<file path="src/rtl/multicycle_ctrl_fsm.sv">
// Multi-cycle MIPS main controller: sequences FETCH/DECODE/EXEC/MEM/WB over a shared datapath.
// Optional jump support is compiled in with `define J_INSTR_EN.
module multicycle_ctrl_fsm #(
  parameter int MEM_TIMEOUT = 15,
  parameter int CNT_W       = 4
) (
  input  logic       clk,
  input  logic       rst,
  input  logic [5:0] OP_CODE,
  input  logic       MemReady,
  output logic       PCWrite,
  output logic       PCWriteCond,
  output logic       IorD,
  output logic       MemRead,
  output logic       MemWrite,
  output logic       IRWrite,
  output logic       MemtoReg,
  output logic       RegDst,
  output logic       RegWrite,
  output logic       ALUSrcA,
  output logic [1:0] ALUSrcB,
  output logic [1:0] ALUOp,
  output logic [1:0] PCSource,
  output logic       InstrDone,
  output logic       BusError,
  output logic       IllegalOp
);

  typedef enum logic [3:0] {
    FETCH  = 4'd0, DECODE = 4'd1, MEMADR = 4'd2, MEMRD  = 4'd3, MEMWB = 4'd4,
    MEMWR  = 4'd5, EXEC   = 4'd6, ALUWB  = 4'd7, BRANCH = 4'd8, JUMP  = 4'd9
  } state_t;

  localparam logic [5:0] OP_RTYPE = 6'b000000;
  localparam logic [5:0] OP_LW    = 6'b100011;
  localparam logic [5:0] OP_SW    = 6'b101011;
  localparam logic [5:0] OP_BEQ   = 6'b000100;
  localparam logic [5:0] OP_J     = 6'b000010;
  localparam logic [CNT_W-1:0] TMO = CNT_W'(MEM_TIMEOUT);

  state_t           state, nxt;
  logic [CNT_W-1:0] cnt;
  logic             waiting, timeout, entering;

  assign waiting  = (state == FETCH) || (state == MEMRD) || (state == MEMWR);
  assign timeout  = waiting && !MemReady && (cnt == TMO);
  assign entering = (nxt != state || timeout) &&
                    ((nxt == FETCH) || (nxt == MEMRD) || (nxt == MEMWR));

  always_comb begin
    nxt = FETCH;
    case (state)
      FETCH:  nxt = MemReady ? DECODE : FETCH;
      DECODE: begin
        case (OP_CODE)
          OP_RTYPE:     nxt = EXEC;
          OP_LW, OP_SW: nxt = MEMADR;
          OP_BEQ:       nxt = BRANCH;
`ifdef J_INSTR_EN
          OP_J:         nxt = JUMP;
`endif
          default:      nxt = FETCH;
        endcase
      end
      MEMADR: nxt = (OP_CODE == OP_LW) ? MEMRD : MEMWR;
      MEMRD:  nxt = MemReady ? MEMWB : MEMRD;
      MEMWR:  nxt = MemReady ? FETCH : MEMWR;
      EXEC:   nxt = ALUWB;
      default: nxt = FETCH;
    endcase
    // A timed-out access abandons the instruction and refetches from the unchanged PC
    if (timeout) nxt = FETCH;
  end

  always_ff @(posedge clk or posedge rst) begin
    if (rst) begin
      state <= FETCH;
      cnt   <= '0;
    end else begin
      state <= nxt;
      if (entering || MemReady || !waiting) cnt <= '0;
      else                                  cnt <= cnt + 1'b1;
    end
  end

  always_comb begin
    PCWrite = 1'b0; PCWriteCond = 1'b0; IorD = 1'b0; MemRead = 1'b0;
    MemWrite = 1'b0; IRWrite = 1'b0; MemtoReg = 1'b0; RegDst = 1'b0;
    RegWrite = 1'b0; ALUSrcA = 1'b0; ALUSrcB = 2'b00; ALUOp = 2'b00;
    PCSource = 2'b00; InstrDone = 1'b0; BusError = 1'b0; IllegalOp = 1'b0;
    if (!rst) begin
      BusError = timeout;
      case (state)
        FETCH: begin
          MemRead = 1'b1;
          ALUSrcB = 2'b01;
          IRWrite = MemReady;
          PCWrite = MemReady;
        end
        DECODE: begin
          ALUSrcB = 2'b11;
          case (OP_CODE)
            OP_RTYPE, OP_LW, OP_SW, OP_BEQ: IllegalOp = 1'b0;
`ifdef J_INSTR_EN
            OP_J:    IllegalOp = 1'b0;
`endif
            default: IllegalOp = 1'b1;
          endcase
        end
        MEMADR: begin
          ALUSrcA = 1'b1;
          ALUSrcB = 2'b10;
        end
        MEMRD: begin
          MemRead = 1'b1;
          IorD    = 1'b1;
        end
        MEMWB: begin
          MemtoReg  = 1'b1;
          RegWrite  = 1'b1;
          InstrDone = 1'b1;
        end
        MEMWR: begin
          IorD      = 1'b1;
          MemWrite  = !timeout;
          InstrDone = MemReady;
        end
        EXEC: begin
          ALUSrcA = 1'b1;
          ALUOp   = 2'b10;
        end
        ALUWB: begin
          RegDst    = 1'b1;
          RegWrite  = 1'b1;
          InstrDone = 1'b1;
        end
        BRANCH: begin
          ALUSrcA     = 1'b1;
          ALUOp       = 2'b01;
          PCWriteCond = 1'b1;
          PCSource    = 2'b01;
          InstrDone   = 1'b1;
        end
`ifdef J_INSTR_EN
        JUMP: begin
          PCWrite   = 1'b1;
          PCSource  = 2'b10;
          InstrDone = 1'b1;
        end
`endif
        default: ;
      endcase
    end
  end

endmodule

</file>
<file path="config.mk">
export PLATFORM = sky130hd
export DESIGN_NAME = multicycle_ctrl_fsm
export DESIGN_NICKNAME = d
export VERILOG_FILES = /design/src/rtl/multicycle_ctrl_fsm.sv
export SDC_FILE = /design/constraint.sdc
export NUM_CORES = 1
export LEC_CHECK = 0
export BUFFER_PORTS_ARGS = -buffer_cell sky130_fd_sc_hd__buf_2
export CAP_MARGIN = 20
export CORE_MARGIN = 2
export CORE_UTILIZATION = 42
export CTS_CLUSTER_DIAMETER = 50
export DETAILED_ROUTE_END_ITERATION = 16
export PLACE_DENSITY = 0.83
export SKIP_LAST_GASP = 1
export SYNTH_ARGS = -nofsm -noshare
export SYNTH_HDL_FRONTEND = slang
export SYNTH_SLANG_ARGS = --single-unit
</file>
<file path="constraint.sdc">
create_clock -name clk -period 1.4 [get_ports clk]
set_input_delay 0.07 -clock clk [delete_from_list [all_inputs] [get_ports clk]]
set_output_delay 0.07 -clock clk [all_outputs]
set_load 0.03 [all_outputs]
</file>
# After elaboration in Yosys (flattened, before gate mapping)
# Cells that the tools add are included.
# W data, S select, Z words.
[op_classes]
n_addsub = 1
n_eq_ne = 15
muxes = 38
n_reduce_logical = 23
[ops]
columns = ["operator", "count"]
rows = [
  ["$mux W1", 26],
  ["$pmux W4 S6", 1],
  ["$eq A4 B3 Y1 const B", 5],
  ["$eq A4 B2 Y1 const B", 3],
  ["$eq A6 B6 Y1 const B", 2],
  ["$pmux W4 S3", 1],
  ["$mux W3", 3],
  ["$eq A4 B4 Y1 const B", 2],
  ["$logic_not A4 Y1", 2],
  ["$mux W4", 2],
  ["$reduce_or A2 Y1", 4],
  ["$logic_or A1 B1 Y1", 7],
  ["$eq A6 B3 Y1 const B", 1],
  ["$logic_not A6 Y1", 1],
  ["$pmux W2 S3", 1],
  ["$reduce_or A3 Y1", 2],
  ["$add A4 B1 Y4 const B", 1],
  ["$eq A4 B1 Y1 const B", 1],
  ["$mux W2", 2],
  ["$ne A4 B4 Y1", 1],
  ["$pmux W2 S2", 1],
  ["$reduce_or A4 Y1", 1],
  ["$logic_and A1 B1 Y1", 3],
  ["$logic_not A1 Y1", 3],
  ["$pmux W1 S2", 1],
]
[totals]
ff_bits = 8
inputBits = 9
output_inout_bits = 19
elab_cells = 79

# Logic depth before layout (Yosys ltp)
[logic_depth]
word_depth = 13
ltp_mapped = 6
ltp_nobuf = 5

# Least setup slack after synthesis
# No wires, ideal clock.
[synth_timing]
path_kind = "reg-to-output"
start = "register state[2]"
end = "output PCWrite"
arrival_time_ns = 2.449
required_time_ns = 1.330
setup_slack_ns = -1.119
path_stages_with_launch = 5
n_path_buf = 2
cell_sequence = "dfrtp_1 clkbuf_1 or3_1 nor4b_1 buf_4"
[synth_via]
elab_chain_len = 3
[synth_rtl]
columns = ["item", "line_no", "source"]
rows = [
  ["start, declared", "41", "state_t state, nxt;"],
  ["start signal, assigned", "80", "state <= nxt;"],
  ["$logic_not A4 Y1", "--", ""],
  ["$mux W1 (2 in a row)", "--", ""],
  ["end, declared", "11", "output logic PCWrite,"],
]
# Every way passes these cells.

# Final worst setup path
[layout_timing]
start = "register state[3]"
end = "output IllegalOp"
[layout_via]
elab_chain_len = 3
[layout_rtl]
columns = ["item", "line_no", "source"]
rows = [
  ["$eq A4 B1 Y1", "93", "case (state)"],
  ["$mux W1", "93", ""],
  ["$mux W1", "91", "if (!rst) begin"],
  ["end, declared", "26", "output logic IllegalOp"],
]
# Every way passes these cells.

==> reports/summary.txt <==
WL per Instance - 19.84 um
final setup vio count - 26
Sw Share - 45.86%
Psw - 751.5 uW
clk sink count - 8
layout cells sized above 1 - 68.57%
Mapped Avg Cell Area - 7.494 sq um
Rows - 14
Ys Warns - 0
number of enable flip-flop cells after synthesis - 0
cell mode on critical path - buf_6
Slew Viols, Final - 0
internal power - 887.1 uW
I/O pin count - 28
Iter 0 DRT Violations - 29
most frequent cells in the layout - 28 x buf_4, 16 x buf_6, 8 x buf_2
I/O Buffers - 26
htree depth - 1
minimum hold slack - 0.06375 ns
Top FF cell, synth - dfrtp_1
clock slew at reported path FFs - 0.05 ns
routability congestion estimate - 0.8985
Period minus WS final - 1.704 ns
Post-DRT Antenna Nets - 0
RSZ-0062 raised after global routing - yes
WP data arrival - 1.63 ns
Mapped Cells - 95
Worst-Skew Late Latency - 0.24 ns
status - finished with violations
die area - 2040 sq um
CP required - 1.33 ns
ys async rst share - 100.0%
filler cell count - 67
Critical Path, Cell by Cell - or4b_4 > buf_6 > a211oi_4 > buf_6
crit path to - IllegalOp
Clock Path Buffers - 2
Hold Path Class - input port to async pin
part of the power in the clock network - 10.0%
initial antenna violation count - 0
failing checks - negative setup slack
CTS Hold Buffers Added - 0
Worst path slowest cell - or4b_4
Finished Layout Cells - 156
Setup CP Type - register to output pin
Max IR drop VDD - 0.9514 mV
clk_skew - 0.002051 ns
WL final - 3095 um
final setup margin - -0.3036 ns
Comb pwr share - 71.2%
Power Density - 1232 nW/um^2
drt drc - 0
crit-path max cell delay - 0.54 ns
synthesized cell area - 711.9 sq um
Final Hold Viols - 0
Sequential Power Share - 18.8%
Initial Util - 46.19%
Die Width - 45.17 um
# diodes - 0
Startpoint Class - register
vias post-DR - 1007
P_leak - 0.6020 nW
first-pass GRT wire length - 4050 um
fin crit share - 121.7%
RR Startpoint - state[1]$_DFF_PP0_
CTS tree - done
net count reported at finish - 152
GR Overflow Total - 0
Post-Place Cells - 146
pin count of the biggest net entering global routing - 10
Setup crit start - state[3]$_DFF_PP0_
clock root buffer - clkbuf_4
unique cell type count in the Yosys netlist - 34
sequential share of the synthesized area - 28.12%
fmax - 0.5870 GHz
Critical Path Fanout Max - 2
Final HPWL DP - 1609 um
syn nets - 105
crit end category - output pin
DR vias/cell - 6.455
worst reg-to-reg path cell count - 5
1st-pass router iterations - 4
P&R area growth vs syn - 86.82%
commonest non-fill, non-tap cell in the layout - buf_4
total CTS buffers - 3
Worst R2R End - cnt[2]$_DFF_PP0_
Core Area - 1541 sq um
reg2reg setup slack - -0.25 ns
#FFs+latches synth - 8
vias in the first global route - 873
GRT Resource Usage Total - 27.36%
max-cap viol count - 0
Die Y - 45.17 um
## registers in the layout, indices dropped and copies added (netlist names)
signal	flops
state	4
cnt	4
## layer usage
layer  global-route usage, %  vias to the layer above  routed length [um]
met3                   2.000                       14                 331
met2                   50.57                       85                1625
li1                        -                      428                   -
met1                   32.17                      480                1028
met5                       0                        -                   0
met4                   11.18                        0                 110
## cell families (layout without fill, tap and decap cells)
family | count (synthesis) | in the layout | share of synthesized area [%]
simple gates | 51 | 51 | 40.25
compound gates | 16 | 16 | 15.29
buf+inv | 15 | 60 | 10.37
flops | 8 | 8 | 28.12
xor+xnor | 3 | 3 | 3.691
fa+ha+maj | 1 | 1 | 1.757
other cells | 1 | 1 | 0.5267
## cell type report
| class | instances | area [sq um] | share of cell area [%] |
|---|---|---|---|
| inverters | 5 | 18.77 | 1.411 |
| flip-flops and latches | 8 | 201.4 | 15.15 |
| well taps | 16 | 20.02 | 1.505 |
| repair buffers | 52 | 430.4 | 32.36 |
| clock buffers | 3 | 22.52 | 1.693 |
| multi-input cells | 72 | 636.9 | 47.88 |
## synthesized netlist by cell type, types with 2 or more instances
cell,instances,area [sq um]
nor2_1,16,60.06
nor3_1,9,45.04
dfrtp_1,8,200.2
a21oi_1,6,30.03
inv_1,5,18.77
buf_4,4,30.03
clkbuf_1,4,15.01
nand2_1,3,11.26
nand2b_1,3,18.77
nand3_1,3,15.01
o21ai_0,3,15.01
a211oi_1,2,15.01
and2_1,2,12.51
and3_1,2,12.51
buf_2,2,10.01
nor4_1,2,12.51
nor4b_1,2,17.52
or3_1,2,12.51
xor2_1,2,17.52
## power groups by stage
stage               Sequential (mW)  Clock [mW]  Combinational [mW]
floorplan                     0.303           0               0.544
global placement              0.304           0               0.772
detailed placement            0.305           0               0.793
CTS                           0.304       0.170               0.997
global route                  0.315       0.179                1.21
finish                        0.308       0.164                1.17
## repair_timing
| item | 4_1_cts | 5_1_grt |
|---|---|---|
| endpoints found under the setup margin | 26 | 26 |
| pin swaps | 12 | 1 |
| buffers inserted | 4 | 3 |
| gates resized for setup | 55 | 15 |
## worst max-delay path, delay by kind of cell, from the launching register on
kind            cells  cell delay [ns]
buf+inv             2             0.30
compound gates      1             0.16
simple gates        1             0.54
flops               1             0.40
## worst min-delay path by stage
stage / endpoint / slack (ns) / cells past startpoint
2_1_floorplan: cnt[0]$_DFF_PP0_ / -0.10 / 1
3_3_place_gp: state[1]$_DFF_PP0_ / 0.25 / 4
3_5_place_dp: state[3]$_DFF_PP0_ / 0.26 / 4
4_1_cts: cnt[3]$_DFF_PP0_ / 0.02 / 4
5_1_grt: cnt[0]$_DFF_PP0_ / 0.07 / 4
6_report: cnt[3]$_DFF_PP0_ / 0.06 / 4
## stage by stage
stage               setup TNS (ns)  util [%]  worst slack (ns)  power, mW  cell area [sq um]
floorplan                   -1.710         -           -0.3847     0.8467              788.3
global placement            -1.106     65.18           -0.1375      1.076               1005
global route                -6.174     86.28           -0.3501      1.704               1330
CTS                         -3.786     81.01           -0.2972      1.470               1249
finish                      -4.958     86.28           -0.3036      1.639               1330
detailed placement          -1.873     65.18           -0.1854      1.098               1005
Note: power is estimated with default switching activity, not from simulation.
